[src/rtl/uart_tx_ctrl.sv]
// UART transmit sequencer: captures a byte on load, builds an 11-bit frame
// (start, 7 data bits, two configurable trailing bits, stop) and shifts it out LSB first.
module uart_tx_ctrl #(
   parameter int unsigned BT_W   = 19,
   parameter int unsigned BT_MIN = 16
) (
   input  logic            clk,
   input  logic            reset_n,
   input  logic            load,
   input  logic [7:0]      out_port,
   input  logic            eight,
   input  logic            pen,
   input  logic            ohel,
   input  logic [BT_W-1:0] bit_time,
   output logic            tx,
   output logic            txrdy,
   output logic            tx_done
);

   typedef enum logic [1:0] {StIdle, StLoad, StSend} state_e;

   state_e          state_q, state_d;
   logic [7:0]      data_q, data_d;
   logic            eight_q, eight_d;
   logic            pen_q, pen_d;
   logic            ohel_q, ohel_d;
   logic [BT_W-1:0] bt_q, bt_d;
   logic [10:0]     shr_q, shr_d;
   logic [3:0]      bit_cnt_q, bit_cnt_d;
   logic [BT_W-1:0] bt_cnt_q, bt_cnt_d;
   logic            txrdy_q, txrdy_d;
   logic            tx_done_q, tx_done_d;

   logic            par;
   logic [1:0]      dec;
   logic [BT_W-1:0] bt_last;

   assign par     = ohel_q ? ~^data_q : ^data_q;
   assign bt_last = bt_q - BT_W'(1);

   always_comb begin
      unique case ({eight_q, pen_q})
         2'b00:   dec = 2'b11;
         2'b01:   dec = {1'b1, par};
         2'b10:   dec = {1'b1, data_q[7]};
         default: dec = {par, data_q[7]};
      endcase
   end

   always_comb begin
      state_d   = state_q;
      data_d    = data_q;
      eight_d   = eight_q;
      pen_d     = pen_q;
      ohel_d    = ohel_q;
      bt_d      = bt_q;
      shr_d     = shr_q;
      bit_cnt_d = bit_cnt_q;
      bt_cnt_d  = bt_cnt_q;
      txrdy_d   = txrdy_q;
      tx_done_d = 1'b0;
      unique case (state_q)
         StIdle: begin
            txrdy_d = 1'b1;
            if (load) begin
               data_d  = out_port;
               eight_d = eight;
               pen_d   = pen;
               ohel_d  = ohel;
               bt_d    = (bit_time < BT_W'(BT_MIN)) ? BT_W'(BT_MIN) : bit_time;
               txrdy_d = 1'b0;
               state_d = StLoad;
            end
         end
         StLoad: begin
            shr_d     = {1'b1, dec[1], dec[0], data_q[6:0], 1'b0};
            bit_cnt_d = 4'd0;
            bt_cnt_d  = '0;
            state_d   = StSend;
         end
         StSend: begin
            if (bt_cnt_q == bt_last) begin
               bt_cnt_d = '0;
               // 1-fill leaves the register all ones, so tx idles high afterwards
               shr_d    = {1'b1, shr_q[10:1]};
               if (bit_cnt_q == 4'd10) begin
                  bit_cnt_d = 4'd0;
                  tx_done_d = 1'b1;
                  txrdy_d   = 1'b1;
                  state_d   = StIdle;
               end else begin
                  bit_cnt_d = bit_cnt_q + 4'd1;
               end
            end else begin
               bt_cnt_d = bt_cnt_q + BT_W'(1);
            end
         end
         default: state_d = StIdle;
      endcase
   end

   always_ff @(posedge clk) begin
      if (!reset_n) begin
         state_q   <= StIdle;
         data_q    <= 8'h00;
         eight_q   <= 1'b0;
         pen_q     <= 1'b0;
         ohel_q    <= 1'b0;
         bt_q      <= BT_W'(BT_MIN);
         shr_q     <= '1;
         bit_cnt_q <= 4'd0;
         bt_cnt_q  <= '0;
         txrdy_q   <= 1'b1;
         tx_done_q <= 1'b0;
      end else begin
         state_q   <= state_d;
         data_q    <= data_d;
         eight_q   <= eight_d;
         pen_q     <= pen_d;
         ohel_q    <= ohel_d;
         bt_q      <= bt_d;
         shr_q     <= shr_d;
         bit_cnt_q <= bit_cnt_d;
         bt_cnt_q  <= bt_cnt_d;
         txrdy_q   <= txrdy_d;
         tx_done_q <= tx_done_d;
      end
   end

   assign tx      = shr_q[0];
   assign txrdy   = txrdy_q;
   assign tx_done = tx_done_q;

endmodule

[config.mk]
export PLATFORM = sky130hd
export DESIGN_NAME = uart_tx_ctrl
export DESIGN_NICKNAME = d
export VERILOG_FILES = /design/src/rtl/uart_tx_ctrl.sv
export SDC_FILE = /design/constraint.sdc
export NUM_CORES = 1
export LEC_CHECK = 0
export ABC_AREA = 1
export CAP_MARGIN = 30
export CORE_MARGIN = 2
export CORE_UTILIZATION = 45
export DETAILED_ROUTE_END_ITERATION = 8
export PLACE_DENSITY = 0.68
export SLEW_MARGIN = 5
export SYNTH_ARGS = -nofsm -noshare
export SYNTH_HDL_FRONTEND = slang
export SYNTH_SLANG_ARGS = --single-unit
[constraint.sdc]
create_clock -name clk -period 2 [get_ports clk]
set_input_delay 0.4 -clock clk [delete_from_list [all_inputs] [get_ports clk]]
set_output_delay 0.4 -clock clk [all_outputs]
set_load 0.005 [all_outputs]
; Word-level counts from Yosys, hierarchy flattened
; Index checks and enable logic that the tools add are counted.
[word_totals]
wordCells = 54
out_inout_bits = 3
reg_bits = 68
inputBits = 33
[op_classes]
add_sub_neg = 3
eq_ne = 9
order_cmp = 1
n_reduce_logical = 11
mux = 19
[op_table]
columns = op, n
row1 = 19-bit two-way mux, 2
row2 = 19-bit case mux with 2 select lines, 1
row3 = 11-bit case mux with 2 select lines, 1
row4 = "19-bit by 1-bit adder with 19-bit output, second input constant", 1
row5 = 19-bit == test, 1
row6 = "19-bit by 5-bit less-than comparator with 1-bit output, second input constant", 1
row7 = "19-bit by 1-bit subtractor with 19-bit output, second input constant", 1
row8 = 2-bit case mux with 3 select lines, 2
row9 = 11-bit two-way mux, 1
row10 = 3-bit AND reduction, 3
row11 = 4-bit two-way mux, 2
row12 = 4-bit case mux with 2 select lines, 1
row13 = 8-bit XNOR reduction, 1
row14 = 8-bit parity, 1
row15 = 2-bit two-way mux, 3
row16 = "2-bit != test, second input constant", 3
row17 = 1-bit two-way mux, 5
row18 = "4-bit by 1-bit adder with 4-bit output, second input constant", 1
row19 = "2-bit by 1-bit == test with 1-bit output, second input constant", 2
row20 = "2-bit == test, second input constant", 2
row21 = "4-bit == test, second input constant", 1
row22 = 2-bit zero test, 2
row23 = 2-bit AND reduction, 2
row24 = 2-bit nonzero test, 2
row25 = 1-bit case mux with 2 select lines, 1

; Depth between registers and ports, before layout
; Gate-level depths: netlist (run 1).
[logic_depth]
depth_word = 4
depth_mapped = 17
ltp_nobuf = 16

; Worst setup path after synthesis (run 1)
; Ideal clock, no wire load.
[synth_timing]
path_kind = flip-flop to flip-flop
from = register bt_q[0]
to = register shr_q[0]
required_ns = 1.866
arrival_ns = 1.814
slack_ns = 0.053
setup_ns = 0.134
path_stages_with_launch = 17
cell_sequence = dfxtp_1 inv_1 ha_1 or2_1 nand2_1 nand2_1 nand2_1 nand2_1 nor2_1 nand3_1 nor2_2 nand3_2 nand2_4 nand2_4 buf_6 nand2_1 nand3_1
[synth_via]
elab_chain_cells = 4
[synth_lines]
columns = item, line_no
row1 = "start, declared", 27  ; logic [BT_W-1:0] bt_q, bt_d;
row2 = "start signal, assigned", 109  ; bt_q <= BT_W'(BT_MIN);
row3 = "start signal, assigned", 121  ; bt_q <= bt_d;
row4 = 19-bit by 1-bit subtractor with 19-bit output, 39  ; assign bt_last = bt_q - BT_W'(1);
row5 = 19-bit == test, 82  ; if (bt_cnt_q == bt_last) begin
row6 = 2-bit != test (no source line), -
row7 = 2-bit AND reduction (no source line), -
row8 = "end signal, assigned", 122  ; shr_q <= shr_d;
row9 = "end, declared", 28  ; logic [10:0] shr_q, shr_d;
; No other way between the ends.
; A chain may end at the register's enable or synchronous reset.

; Worst setup path after layout (run 1)
[layout_timing]
from = register bt_q[1]
to = register shr_q[2]
; Same word-level chain as after synthesis.

==> impl_metrics.json, run 1 <==
{
  "maxCapViolCount": 0,
  "cp_slowest_stage_delay_ns": 0.35,
  "clock-sinks": 67,
  "hp-class": "reg -> reg",
  "met3_usage": 0.0419,
  "hold_viol_final": 0,
  "use_met1": 0.274,
  "top_usage_layer": "met2",
  "setup_viol": 35,
  "finalMaxSlewViolations": 0,
  "ys.flop_type": "dfxtp_1",
  "wire_per_inst_um": 13.7,
  "critical_path_peak_fanout": 8,
  "critPathBufInv": 2,
  "insertion_delay_ns": 0.36,
  "ir_drop_v": 0.000799,
  "dpl_cell_area_um2": 4420,
  "fin_nets": 668,
  "tritoncts": "yes",
  "antenna_found_initial": 0,
  "drive_gt1_frac": 0.161,
  "start_util": 0.465,
  "fmax_ghz": 0.469,
  "syn_area_um2": 3840,
  "cp_slowest_cell": "dfxtp_2",
  "power.leakage_nw": 2.10,
  "path_clk_slew_ns": 0.08,
  "critical-path-top-delay-family": "simple AND/OR/NAND/NOR gates",
  "syn-instance-count": 565,
  "min_period_ns": 2.13,
  "cp-start-kind": "flop",
  "synth_top_area_cell": "dfxtp_1",
  "numCtsBuffers": 9,
  "ys_seq_area_frac": 0.349,
  "post-place-ws_ns": -0.163,
  "status": "complete, but fails checks",
  "die_h_um": 96.4,
  "fp-row-count": 33,
  "area_growth_pct": 28.3,
  "cts_buffer_depth": 2,
  "syn_area_per_cell_um2": 6.80,
  "use_met2": 0.425,
  "dp_hpwl_um": 7140,
  "first_pass_iters": 6,
  "ys_ff_latch": 67,
  "wl_um": 10100,
  "path_class": "reg -> reg",
  "synth-edff-count": 0,
  "drtIter0Drc": 212,
  "cts-htree-levels": 3,
  "overflow": 0,
  "fin_util": 0.597,
  "grt_pass1_wl_um": 16600,
  "tns_ns": -2.30,
  "period_share": 1.07,
  "vias": 3820,
  "cp-end-kind": "flop",
  "track_usage": 0.234,
  "boundaryPins": 36,
  "clk_root_buffer_cell": "clkbuf_8",
  "die_x_um": 96.4,
  "cp.arrival_ns": 2.35,
  "design.core.area_um2": 8260,
  "gp_congestion": 0.850,
  "ant_nets": 0,
  "async_flop_share": 0,
  "avgViaCountPerCell": 5.18,
  "antenna-diode-count": 0,
  "synth.area.top_cells": "dfxtp_1 35%, nand2_1 14%, nor2_1 7.5%",
  "slew_headroom": 0.503,
  "grt_max_degree": 32,
  "dieArea_um2": 9290,
  "fin_skew_ns": 0.00870,
  "cp.required_ns": 2.22,
  "yosysWarnings": 0,
  "tightest_slew_ns": 0.744,
  "port_buffers": 35,
  "worst_path_most_repeated_cell": "nand2_1",
  "layout_setup_ws_ns": -0.132,
  "synth_nets": 606,
  "ys_types": 33,
  "design_area_um2": 4930,
  "drc": 0,
  "grt_pass1_vias": 3661,
  "synth_top_area_frac": 0.349,
  "worstPathCellList": "inv_2 > ha_4 > or2_1 > nand2_1 > nand2_1 > nand2_1 > nand2_1 > nor2_1 > nand3_1 > nor2_2 > nand3_4 > nand2_8 > buf_12 > nand2_8 > nand2_1 > nand3_1",
  "cts_hold_buf": 0,
  "rsz0062_at_grt": "yes",
  "r2r_slack_ns": -0.13,
  "violations": "negative setup slack",
  "powerDensity_nw_per_um2": 1290
}
-- layout by cell type, fill, tap and decap left out, types with 5 or more instances in the layout --
master	count
nand4_1	14
clkdlybuf4s50_1	35
nor4_1	7
buf_4	27
nor2_2	6
a211oi_1	9
inv_1	52
nor2_4	5
nand3_1	36
nor3_1	8
nand3_2	10
o21ai_0	15
nand2_2	9
ha_1	7
xnor2_1	15
nand2_1	139
dfxtp_1	63
xor2_1	21
nor2_1	74
a21oi_1	21
clkbuf_8	10
-- per-layer routing --
metal  share of wire  wire length (µm)  vias to the layer above
li1                -                 -                     1936
met4           0.021               215                        0
met5               0                 0                        -
met3           0.042               420                       22
met1            0.45              4490                     1769
met2            0.49              4940                       93
-- power by group --
group | total (mW) | internal [mW] | switching, mW
sequential | 1.84 | 1.60 | 0.237
clock | 1.29 | 0.735 | 0.553
combinational | 3.25 | 1.28 | 1.97
-- worst reg2reg max path: cells and delay by family (launching register included) --
| family | cells | cell delay, ns |
|---|---|---|
| adders and majority gates | 1 | 0.17 |
| and+or+nand+nor | 13 | 1.29 |
| buffers and inverters | 2 | 0.18 |
| DFF | 1 | 0.35 |
-- area by class of cell --
class	instances	area [µm²]
inverters	56	210
clock buffers	10	138
clock inverters	6	88.8
well taps	105	131
fillers	785	3330
flip-flops and latches	67	1350
multi-input cells	425	2370
repair buffers	68	642
-- logic make-up after synthesis --
logic type / count (synthesis) / share of synthesized area
fa+ha+maj: 8 / 0.0261
buf+inv: 75 / 0.0814
simple gates: 329 / 0.390
flops: 67 / 0.349
xor+xnor: 36 / 0.0821
compound gates: 50 / 0.0717
-- worst paths after layout --
check / startpoint / endpoint / cells past startpoint
setup / recovery: bt_q[1] / shr_q[2] / 16
hold / removal: shr_q[0] / shr_q[0] / 2
setup reg to reg: bt_q[1] / shr_q[2] / 16
hold reg to reg: shr_q[0] / shr_q[0] / 2
-- registers in the layout, indices dropped and copies added, names as in the netlist --
register   flops
eight_q        1
ohel_q         1
shr_q         10
pen_q          1
state_q        2
txrdy          1
data_q         8
tx_done        1
bt_q          19
bt_cnt_q      19
bit_cnt_q      4
-- cells in the mapped netlist (3+ instances only) --
master / count
nand2_1: 146
ha_1: 8
nor4_1: 7
nand2_4: 4
nand2_2: 3
nor2_1: 77
xor2_1: 21
nand3b_1: 4
dfxtp_1: 67
and2_1: 4
nor2_2: 5
nand4_1: 14
nor2_4: 3
a21oi_1: 24
nand3_1: 46
o21ai_0: 16
clkbuf_1: 14
inv_1: 54
a211oi_1: 9
nor3_1: 8
xnor2_1: 15
-- per-stage QoR --
stage / hold slack [ns] / power [mW] / instances
after floorplan: 0.429 / 3.81 / 565
after global placement: 0.439 / 4.44 / 713
after detailed placement: 0.444 / 4.50 / 713
after CTS: 0.476 / 6.24 / 735
after global routing: 0.503 / 6.84 / 737
final: 0.469 / 6.38 / 737
-- repair_timing --
action | in CTS | in global routing
gates cloned | 3 | 0
setup buffers | 3 | 4
gates resized for setup | 30 | 17
setup endpoints to repair | 34 | 37
pin swaps | 14 | 15
Power figures use the tool's default switching activity.
==> run 2: changes to the inputs <==
--- a/config.mk
+++ b/config.mk
@@ -6,7 +6,7 @@
 export NUM_CORES = 1
 export LEC_CHECK = 0
 export ABC_AREA = 1
-export CAP_MARGIN = 30
+export CAP_MARGIN = 20
 export CORE_MARGIN = 2
 export CORE_UTILIZATION = 45
 export DETAILED_ROUTE_END_ITERATION = 8
==> results of run 2 <==
The final DEF is identical to that of run 1; final timing and power are the same.
